## config.mk

```make
export PLATFORM = sky130hd
export DESIGN_NAME = stf_symbol_sequencer
export DESIGN_NICKNAME = d
export VERILOG_FILES = /design/src/rtl/stf_symbol_sequencer.sv
export SDC_FILE = /design/constraint.sdc
export NUM_CORES = 1
export LEC_CHECK = 0
export ABC_AREA = 1
export CAP_MARGIN = 20
export CORE_MARGIN = 3
export CORE_UTILIZATION = 47
export CTS_BUF_LIST = sky130_fd_sc_hd__clkbuf_16
export DETAILED_ROUTE_END_ITERATION = 6
export GPL_TIMING_DRIVEN = 0
export PLACE_DENSITY_LB_ADDON = 0.12
export SYNTH_ARGS = -nofsm -noshare
export SYNTH_HDL_FRONTEND = slang
export SYNTH_SLANG_ARGS = --single-unit
export TNS_END_PERCENT = 10
```

## constraint.sdc

```tcl
create_clock -name clk -period 3.88 [get_ports clk]
set_input_delay 0.776 -clock clk [delete_from_list [all_inputs] [get_ports clk]]
set_output_delay 0.776 -clock clk [all_outputs]
set_load 0.02 [all_outputs]
```

## src/rtl/stf_symbol_sequencer.sv

```systemverilog
// STF symbol sequencer: streams 64-sample STF symbols from a combinational ROM to the IFFT input.
// Optional macro STF_SEQ_FFT_ORDER_EN selects IFFT natural subcarrier order for the ROM address.
module stf_symbol_sequencer #(
  parameter int unsigned SYM_CNT_W = 3
) (
  input  logic                 clk,
  input  logic                 rstn,
  input  logic                 start,
  input  logic                 abort,
  input  logic [SYM_CNT_W-1:0] num_sym,
  output logic [6:0]           rom_addr,
  input  logic [31:0]          rom_dout,
  output logic [31:0]          out_data,
  output logic                 out_valid,
  input  logic                 out_ready,
  output logic                 out_last,
  output logic                 busy,
  output logic                 done
);

  localparam int unsigned IDX_W  = 6;
  localparam int unsigned DATA_W = 32;

  typedef enum logic [1:0] {
    S_IDLE      = 2'd0,
    S_RUN       = 2'd1,
    S_WAIT_LAST = 2'd2
  } state_t;

  state_t               state, state_nxt;
  logic [IDX_W-1:0]     idx, idx_nxt;
  logic [IDX_W-1:0]     idx_map;
  logic [SYM_CNT_W-1:0] sym_cnt, sym_cnt_nxt;
  logic [DATA_W-1:0]    data_nxt;
  logic                 valid_nxt;
  logic                 last_nxt;
  logic                 done_nxt;
  logic                 adv;

  // The output register can take a new sample when empty or draining this cycle.
  assign adv = !out_valid | out_ready;

  // Subcarrier index to ROM address; the ROM itself is stored -32..31.
  always_comb begin
`ifdef STF_SEQ_FFT_ORDER_EN
    idx_map = idx + IDX_W'(32);
`else
    idx_map = idx;
`endif
    rom_addr = (state == S_IDLE) ? 7'd0 : {1'b0, idx_map};
  end

  always_ff @(posedge clk or negedge rstn) begin
    if (!rstn) begin
      state     <= S_IDLE;
      idx       <= '0;
      sym_cnt   <= '0;
      out_data  <= '0;
      out_valid <= 1'b0;
      out_last  <= 1'b0;
      done      <= 1'b0;
      busy      <= 1'b0;
    end else begin
      state     <= state_nxt;
      idx       <= idx_nxt;
      sym_cnt   <= sym_cnt_nxt;
      out_data  <= data_nxt;
      out_valid <= valid_nxt;
      out_last  <= last_nxt;
      done      <= done_nxt;
      busy      <= (state_nxt != S_IDLE);
    end
  end

  // Next-state and next-output logic; abort overrides everything else.
  always_comb begin
    state_nxt   = state;
    idx_nxt     = idx;
    sym_cnt_nxt = sym_cnt;
    data_nxt    = out_data;
    valid_nxt   = out_valid;
    last_nxt    = out_last;
    done_nxt    = 1'b0;

    if (abort) begin
      state_nxt = S_IDLE;
      valid_nxt = 1'b0;
      last_nxt  = 1'b0;
      idx_nxt   = '0;
    end else begin
      case (state)
        S_IDLE: begin
          if (start && (num_sym != '0)) begin
            state_nxt   = S_RUN;
            sym_cnt_nxt = num_sym - SYM_CNT_W'(1);
            idx_nxt     = '0;
          end
        end
        S_RUN: begin
          if (adv) begin
            data_nxt  = rom_dout;
            valid_nxt = 1'b1;
            last_nxt  = (idx == '1);
            idx_nxt   = idx + IDX_W'(1);
            if (idx == '1) begin
              if (sym_cnt != '0) begin
                sym_cnt_nxt = sym_cnt - SYM_CNT_W'(1);
              end else begin
                state_nxt = S_WAIT_LAST;
              end
            end
          end
        end
        S_WAIT_LAST: begin
          if (out_ready) begin
            valid_nxt = 1'b0;
            last_nxt  = 1'b0;
            done_nxt  = 1'b1;
            state_nxt = S_IDLE;
          end
        end
        default: begin
          state_nxt = S_IDLE;
        end
      endcase
    end
  end

endmodule
```

==> run_results.csv, run 1 <==
group,metric,value,unit
layout,num_antenna_cells,0,
floorplan,start_util,0.506,
grt,grt_pass1_wl,8400,um
clock_tree,cts_resized,0,
power,power_frac_seq,0.408,
floorplan,core,4170,um^2
clock_tree,cts_hold_buf,0,
layout,nets,399,
detailed_routing,vias_per_cell,4.80,
detailed_routing,drt_wl_total,5000,um
yosys,synth_cells,268,
clock_tree,insertion_delay,0.28,ns
detailed_routing,dr.pass1.iters,4,
floorplan,die_w,73.0,um
sta,finalHoldViolCount,0,
yosys,synth.distinct_cells,19,
sta,period_share,0.636,
yosys,netlist_area,2110,um^2
setup_path,reg2reg_depth,10,
yosys,syn_nets,310,
place,gp_congestion,0.834,
min_path,min_path_type,"in2async",
layout,syn2layout_area_growth,48.4,%
place,portBuffers,81,
sta,setup_viol,0,
place,dp_hpwl,3680,um
layout,instances_no_fill,407,
setup_path,timing.rr.start,"state[1]",
clock_tree,cts_root_buf,"clkbuf_16",
power,ir_worst_vdd,0.318,mV
clock_tree,clk_pin_slew,0.06,ns
yosys,yosysSeqAreaShare,0.557,
place,dp.cells,400,
grt,antenna_found_initial,0,
power,intPower,1.13,mW
power,p_sw,556,uW
detailed_routing,via_count,1952,
grt,grt_pass1_vias,1901,
detailed_routing,drt_iter0_drc,94,
setup_path,crit_path_start_kind,"flip-flop",
floorplan,die_y,73.0,um
sta,fin_worst_skew,0.00296,ns
setup_path,worstReg2RegEnd,"sym_cnt[2]",
layout,fill_cells,339,
clock_tree,postCtsSetupRepairBufs,0,
detailed_routing,drc_errors,0,
power,p_leak,1.57,nW
sta,finalSetupTns,0,ns
sta,drv_slew,0,
power,pwr-share-comb,0.354,
sta,fmax,405,MHz
setup_path,r2r_setup_slack,2.20,ns
clock_tree,cts_buffers,5,
setup_path,crit_type,"reg2out",
layout,layout-drive-gt1-share,0.0588,
setup_path,critPathMaxFanout,6,
clock_tree,cts_htree_levels,2,
yosys,synth.avg_cell_area,7.88,um^2
floorplan,rows,23,
floorplan,io_pins,83,
layout,final_util,0.751,
floorplan,dieArea,5330,um^2
setup_path,cp.arrival,1.69,ns
setup_path,endpoint_kind,"output pin",
detailed_routing,antenna_left,0,
grt,grt_use_total,0.204,
power,power.density,537,nW/um^2
grt,grt_overflow_total,0,
sta,fin_crit,2.47,ns
detailed_routing,wl_per_cell,12.3,um
setup_path,required,3.10,ns
clock_tree,clockBufferDepth,2,
sta,rsz0062_at_grt,"false",
power,p_clk_frac,0.238,
power,power_switching_share,0.331,
clock_tree,cts_tree,"yes",
clock_tree,clock_sinks,47,
yosys,synth_seq_cells,47,
grt,grt_max_degree,33,
run,max_cap_viol_count,0,
status,status,"finished, final reports clean",
yosys,yosysWarningCount,0,
## cells in the mapped netlist
| library cell | count | area share |
|---|---|---|
| buf_4 | 1 | 0.0036 |
| nor2_1 | 19 | 0.034 |
| a21oi_1 | 1 | 0.0024 |
| conb_1 | 1 | 0.0018 |
| nand4_1 | 4 | 0.012 |
| buf_6 | 3 | 0.016 |
| ha_1 | 2 | 0.012 |
| nand2_2 | 1 | 0.0030 |
| buf_2 | 4 | 0.0095 |
| nor2_2 | 1 | 0.0030 |
| o21ai_0 | 9 | 0.021 |
| dfrtp_1 | 47 | 0.56 |
| clkinv_4 | 1 | 0.0042 |
| nand3_1 | 15 | 0.036 |
| nand2_1 | 137 | 0.24 |
| or2_2 | 1 | 0.0030 |
| inv_1 | 19 | 0.034 |
| inv_2 | 1 | 0.0018 |
| nor4_1 | 1 | 0.0030 |
## metal layers
metal / vias up / GRT usage / part of all wire
met1: 888 / 0.248 / 0.42
met2: 61 / 0.333 / 0.48
met4: 0 / 0.0738 / 0.016
li1: 994 / - / -
met5: - / 0 / 0
met3: 9 / 0.0730 / 0.079
## placed cells by master, fill, tap and decap left out
master             n
a21oi_1            1
buf_12             1
buf_2              5
buf_4              1
buf_6              3
clkbuf_16          5
clkdlybuf4s50_1   80
clkinv_1           1
clkinv_2           1
clkinv_4           1
conb_1             1
dfrtp_1           47
ha_1               2
inv_1             19
inv_2              1
nand2_1          137
nand2_2            1
nand3_1           15
nand4_1            4
nor2_1            19
nor2_2             1
nor4_1             1
o21ai_0            9
or2_2              1
## cell type report
type	count	area, um^2	share of cell area
Sequential cell	47	1180	0.375
Timing Repair Buffer	82	826	0.264
Multi-Input combinational cell	192	790	0.252
Clock buffer	5	125	0.0399
Inverter	21	83.8	0.0268
Tap cell	50	62.6	0.0200
Buffer	8	61.3	0.0196
Clock inverter	2	8.76	0.00280
## sequential cells by signal (all words and copies together) (netlist names)
register and flops:
out_data 32, idx 6, sym_cnt 3, state 2, busy 1, done 1
out_last 1, out_valid 1
## through the flow
stage	total power, mW	area (um^2)	hold slack (ns)	setup slack, ns
after floorplan	0.980	2110	0.459	2.24
after CTS	1.70	3130	0.416	1.41
after detailed placement	1.29	3000	0.464	1.67
after global placement	1.27	2980	0.458	0.716
after global routing	1.78	3130	0.434	1.31
final	1.68	3130	0.406	1.41
## how the worst max path moves through the flow
stage / from / endpoint / slack, ns / depth (start not counted)
5_1_grt: state[0] / rom_addr[4] / 1.31 / 5
6_report: state[0] / rom_addr[1] / 1.41 / 5
3_5_place_dp: out_ready / out_data[27] / 1.67 / 8
2_1_floorplan: state[0] / rom_addr[0] / 2.24 / 4
3_3_place_gp: rstn / out_data[29] / 0.72 / 1
4_1_cts: state[0] / rom_addr[1] / 1.41 / 5
## power groups by stage
stage	Combinational (mW)	Sequential, mW	Clock (mW)
after floorplan	0.171	0.809	0
after global placement	0.585	0.689	0
after detailed placement	0.598	0.689	0
after CTS	0.604	0.684	0.416
after global routing	0.651	0.699	0.429
final	0.595	0.685	0.400
## cells by family after synthesis
logic type,Yosys count,synth area share
adders and majority gates,2,0.0119
buffers and inverters,29,0.0688
and+or+nand+nor,179,0.337
other,1,0.00178
AOI/OAI and AO/OA,10,0.0237
DFF,47,0.557
## critical path: stages (launching register included)
cell and delay [ns]:
dfrtp_1 0.42, inv_1 0.06, nand2_1 0.08, inv_1 0.11
nor2_1 0.12, clkdlybuf4s50_1 0.63
Power figures use the tool's default switching activity.
==> run 2: changes to the inputs <==
--- a/config.mk
+++ b/config.mk
@@ -8,7 +8,7 @@
 export ABC_AREA = 1
 export CAP_MARGIN = 20
 export CORE_MARGIN = 3
-export CORE_UTILIZATION = 47
+export CORE_UTILIZATION = 43
 export CTS_BUF_LIST = sky130_fd_sc_hd__clkbuf_16
 export DETAILED_ROUTE_END_ITERATION = 6
 export GPL_TIMING_DRIVEN = 0
==> constraint.sdc (replaced) <==
create_clock -name clk -period 2.3 [get_ports clk]
set_input_delay 0.46 -clock clk [delete_from_list [all_inputs] [get_ports clk]]
set_output_delay 0.46 -clock clk [all_outputs]
set_load 0.02 [all_outputs]
==> run_results.csv, run 2 (same netlist as run 1, synthesis figures left out) <==
group,metric,value,unit
layout,finalInstanceArea,3180,um^2
place,portBuffers,81,
layout,layout_commonest_cell,"nand2_1",
clock_tree,clk_pin_slew,0.06,ns
sta,rsz0062_at_grt,"false",
clock_tree,clock_sinks,47,
layout,nets,399,
floorplan,die_y,76.1,um
power,p_leak,1.59,nW
floorplan,core,4530,um^2
detailed_routing,via_count,1929,
setup_path,path_common_cell,"inv_1",
grt,antenna_found_initial,0,
setup_path,cp.arrival,1.70,ns
clock_tree,cts_hold_buf,0,
setup_path,cp_cell_sequence,"inv_1, nand2_1, inv_1, nor2_1, clkdlybuf4s50_1",
sta,drv_slew,0,
status,status,"finished, final reports clean",
sta,finalHoldViolCount,0,
detailed_routing,wl_per_cell,12.5,um
clock_tree,cts_htree_levels,2,
grt,groute.layer.met3.usage,0.0733,
setup_path,crit_slowest_cell,"clkdlybuf4s50_1",
layout,regMostFlops,"out_data",
place,post_dp_cell_area,3020,um^2
setup_path,critPathTopFamily,"buffers and inverters",
grt,grt_max_degree,32,
floorplan,start_util,0.466,
layout,largest_register_ffs,32,
detailed_routing,drt_iter0_drc,109,
sta,setup_viol,0,
detailed_routing,dr.pass1.iters,4,
grt,grt_use_total,0.191,
setup_path,required,1.84,ns
setup_path,critPathMaxFanout,6,
floorplan,io_pins,83,
floorplan,die_w,76.1,um
layout,num_antenna_cells,0,
grt,grtUsageMet2,0.312,
setup_path,cp_slowest_stage_delay,0.61,ns
layout,layout_common_cells,"137 x nand2_1, 80 x clkdlybuf4s50_1, 47 x dfrtp_1",
layout,fill_cells,368,
grt,grt_pass1_vias,1925,
setup_path,crit_type,"reg2out",
layout,reg_top3,"out_data (32), idx (6), sym_cnt (3)",
setup_path,endpoint_kind,"output pin",
clock_tree,cts_root_buf,"clkbuf_16",
detailed_routing,drt_wl_total,5290,um
detailed_routing,vias_per_cell,4.57,
sta,fin_worst_skew,0.00319,ns
power,power.density,932,nW/um^2
clock_tree,cts_tree,"yes",
layout,syn2layout_area_growth,50.5,%
place,dp_hpwl,3740,um
grt,grt_pass1_wl,8990,um
detailed_routing,antenna_left,0,
clock_tree,cts_buffers,5,
setup_path,path_buf_inv,3,
power,ir_worst_vdd,0.543,mV
clock_tree,insertion_delay,0.28,ns
layout,instances_no_fill,422,
sta,finalSetupTns,0,ns
layout,layout-drive-gt1-share,0.0588,
grt,met1_usage,0.237,
setup_path,crit_path_start_kind,"flip-flop",
clock_tree,postCtsSetupRepairBufs,0,
run,max_cap_viol_count,0,
grt,grt_overflow_total,0,
floorplan,dieArea,5790,um^2
place,dp.cells,415,
clock_tree,clockBufferDepth,2,
sta,period_share,0.940,
place,gp_congestion,0.846,
clock_tree,cts_resized,0,
sta,fin_crit,2.16,ns
detailed_routing,drc_errors,0,
sta,fmax,462,MHz
floorplan,rows,24,
grt,grt_most_used_layer,"met2",
min_path,min_path_type,"in2async",
## run 2: changes by cell type in the layout (fill, tap and decap cells not counted), sizes merged
cell	before	now
clkinv	3	1
bufinv	0	1
inv	20	21
## run 2: final timing paths
| kind | end | slack [ns] | startpoint | depth (start not counted) |
|---|---|---|---|---|
| min in group clk | out_data[12] | 0.48 | out_data[12] | 2 |
| max in group asynchronous | out_data[2] | 1.68 | rstn | 2 |
| worst max register to register | sym_cnt[2] | 0.64 | state[1] | 10 |
| worst min-delay path | idx[2] | 0.10 | rstn | 1 |
| worst max-delay path | rom_addr[1] | 0.14 | state[0] | 5 |
| worst min register to register | out_data[12] | 0.48 | out_data[12] | 2 |
## run 2: area by class of cell
type                       instances  area, um^2  area share
buffer                             8        61.3      0.0193
clock buffer                       5         125      0.0394
clock inverter                     2        33.8      0.0106
inverter                          21        83.8      0.0264
multi-input combinational        192         790       0.249
sequential                        47        1180       0.370
tap                               65        81.3      0.0256
timing repair buffer              82         826       0.260
## run 2: metal layers
metal | wire length, um | vias to the layer above
li1 | - | 995
met1 | 2220 | 872
met2 | 2580 | 56
met3 | 422 | 6
met4 | 66 | 0
met5 | 0 | -
## run 2: stage by stage
step	power (mW)	hold WS, ns	util	setup slack, ns
detailed placement	2.18	0.421	0.666	0.453
global placement	2.15	0.461	0.662	-0.589
CTS	2.99	0.119	0.701	0.134
global route	3.13	0.135	0.701	0.0391
floorplan	1.65	0.164	-	0.860
finish	2.96	0.104	0.701	0.138
## run 2: where the power goes
part | total (mW) | switching (mW) | internal [mW]
combinational | 1.00 | 0.524 | 0.478
clock | 0.800 | 0.297 | 0.503
sequential | 1.16 | 0.129 | 1.03
total | 2.96 | 0.950 | 2.01
==> run 3: changes to the inputs <==
--- a/config.mk
+++ b/config.mk
@@ -12,7 +12,7 @@
 export CTS_BUF_LIST = sky130_fd_sc_hd__clkbuf_16
 export DETAILED_ROUTE_END_ITERATION = 6
 export GPL_TIMING_DRIVEN = 0
-export PLACE_DENSITY_LB_ADDON = 0.12
+export PLACE_DENSITY = 0.88
 export SYNTH_ARGS = -nofsm -noshare
 export SYNTH_HDL_FRONTEND = slang
 export SYNTH_SLANG_ARGS = --single-unit
==> run_results.csv, run 3 (same netlist as run 1, synthesis figures left out) <==
group,metric,value,unit
clock_tree,cts_hold_buf,0,
setup_path,timing.rr.start,"state[1]",
setup_path,cp_slowest_stage_delay,0.61,ns
clock_tree,cts_tree,"yes",
layout,layout-drive-gt1-share,0.0559,
clock_tree,insertion_delay,0.28,ns
place,place_ws,0.414,ns
clock_tree,cts_htree_levels,2,
setup_path,r2r_setup_slack,0.66,ns
setup_path,crit_type,"reg2out",
detailed_routing,wl_per_cell,11.8,um
detailed_routing,antenna_left,0,
power,power.density,895,nW/um^2
floorplan,io_pins,83,
setup_path,critPathMaxFanout,6,
layout,nets,399,
sta,fmax,469,MHz
detailed_routing,drt_iter0_drc,96,
sta,drv_slew,0,
layout,final_util,0.696,
power,p_leak,1.58,nW
detailed_routing,via_count,2012,
sta,finalHoldViolCount,0,
layout,largest_register_ffs,32,
setup_path,required,1.84,ns
grt,grt_pass1_vias,1919,
setup_path,path_common_cell,"inv_1",
floorplan,die_w,76.1,um
floorplan,die_y,76.1,um
sta,fin_worst_skew,0.00455,ns
setup_path,crit_path_start_kind,"flip-flop",
sta,setup_viol,0,
sta,period_share,0.928,
layout,layout_common_cells,"137 x nand2_1, 80 x clkdlybuf4s50_1, 47 x dfrtp_1",
min_path,min_path_type,"in2async",
sta,fin_crit,2.13,ns
grt,antenna_found_initial,0,
floorplan,rows,24,
detailed_routing,dr.pass1.iters,4,
place,portBuffers,81,
place,gp_congestion,0.810,
layout,regMostFlops,"out_data",
grt,grt_max_degree,39,
grt,grt_pass1_wl,8500,um
layout,layout_commonest_cell,"nand2_1",
setup_path,worstReg2RegEnd,"sym_cnt[2]",
layout,num_antenna_cells,0,
detailed_routing,drc_errors,0,
layout,finalInstanceArea,3150,um^2
clock_tree,cts_root_buf,"clkbuf_16",
clock_tree,cts_buffers,5,
floorplan,dieArea,5790,um^2
detailed_routing,drt_wl_total,5010,um
place,post_dp_cell_area,3020,um^2
floorplan,core,4530,um^2
sta,hold_ws,0.0479,ns
clock_tree,cts_resized,0,
setup_path,endpoint_kind,"output pin",
sta,rsz0062_at_grt,"false",
setup_path,cp.arrival,1.67,ns
layout,syn2layout_area_growth,49.4,%
detailed_routing,vias_per_cell,4.76,
sta,fin_ws,0.167,ns
setup_path,reg2reg_depth,10,
setup_path,cp_cell_sequence,"inv_1, nand2_1, inv_1, nor2_1, clkdlybuf4s50_1",
layout,fill_cells,367,
floorplan,start_util,0.466,
grt,grt_overflow_total,0,
place,dp_hpwl,3770,um
run,max_cap_viol_count,0,
power,ir_worst_vdd,0.515,mV
status,status,"finished, final reports clean",
clock_tree,postCtsSetupRepairBufs,0,
clock_tree,clock_sinks,47,
grt,grt_use_total,0.178,
clock_tree,clk_pin_slew,0.06,ns
layout,reg_top3,"out_data (32), idx (6), sym_cnt (3)",
setup_path,crit_slowest_cell,"clkdlybuf4s50_1",
clock_tree,clockBufferDepth,2,
run 3: critical path: cells and delay by family (launching register included):
| family | cells | cell delay [ns] |
|---|---|---|
| buf+inv | 3 | 0.77 |
| flops | 1 | 0.44 |
| simple gates | 2 | 0.18 |
run 3: layer usage:
layer	GRT usage	vias up	part of all wire
li1	-	999	-
met4	0.0489	0	0.0038
met2	0.312	76	0.50
met3	0.0556	2	0.082
met5	0	-	0
met1	0.210	935	0.42
run 3: worst max-delay path by stage:
stage | startpoint | to | slack [ns] | depth (start not counted)
4_1_cts | state[0] | rom_addr[4] | 0.16 | 5
5_1_grt | state[0] | rom_addr[3] | 0.05 | 5
6_report | state[0] | rom_addr[4] | 0.17 | 5
3_3_place_gp | rstn | out_data[1] | -0.54 | 1
3_5_place_dp | out_ready | out_data[27] | 0.41 | 8
2_1_floorplan | state[1] | sym_cnt[2] | 0.86 | 10
run 3: layout make-up:
class                   instances  area [um^2]  area share
flip-flops and latches         47         1180       0.373
well taps                      65         81.3      0.0258
inverters                      21         83.8      0.0266
repair buffers                 82          826       0.262
clock inverters                 3         11.3     0.00357
clock buffers                   5          125      0.0397
plain buffers                   8         61.3      0.0194
multi-input cells             192          790       0.250
run 3: through the flow:
| stage | power (mW) | cells | TNS (ns) |
|---|---|---|---|
| 3_3_place_gp | 2.15 | 414 | -25.43 |
| 5_1_grt | 3.00 | 423 | 0 |
| 2_1_floorplan | 1.65 | 268 | 0 |
| 4_1_cts | 2.86 | 423 | 0 |
| 3_5_place_dp | 2.18 | 415 | 0 |
| 6_report | 2.82 | 423 | 0 |
run 3: power breakdown:
part           switching (mW)  internal [mW]
sequential              0.124           1.03
clock                   0.277          0.391
combinational           0.523          0.478
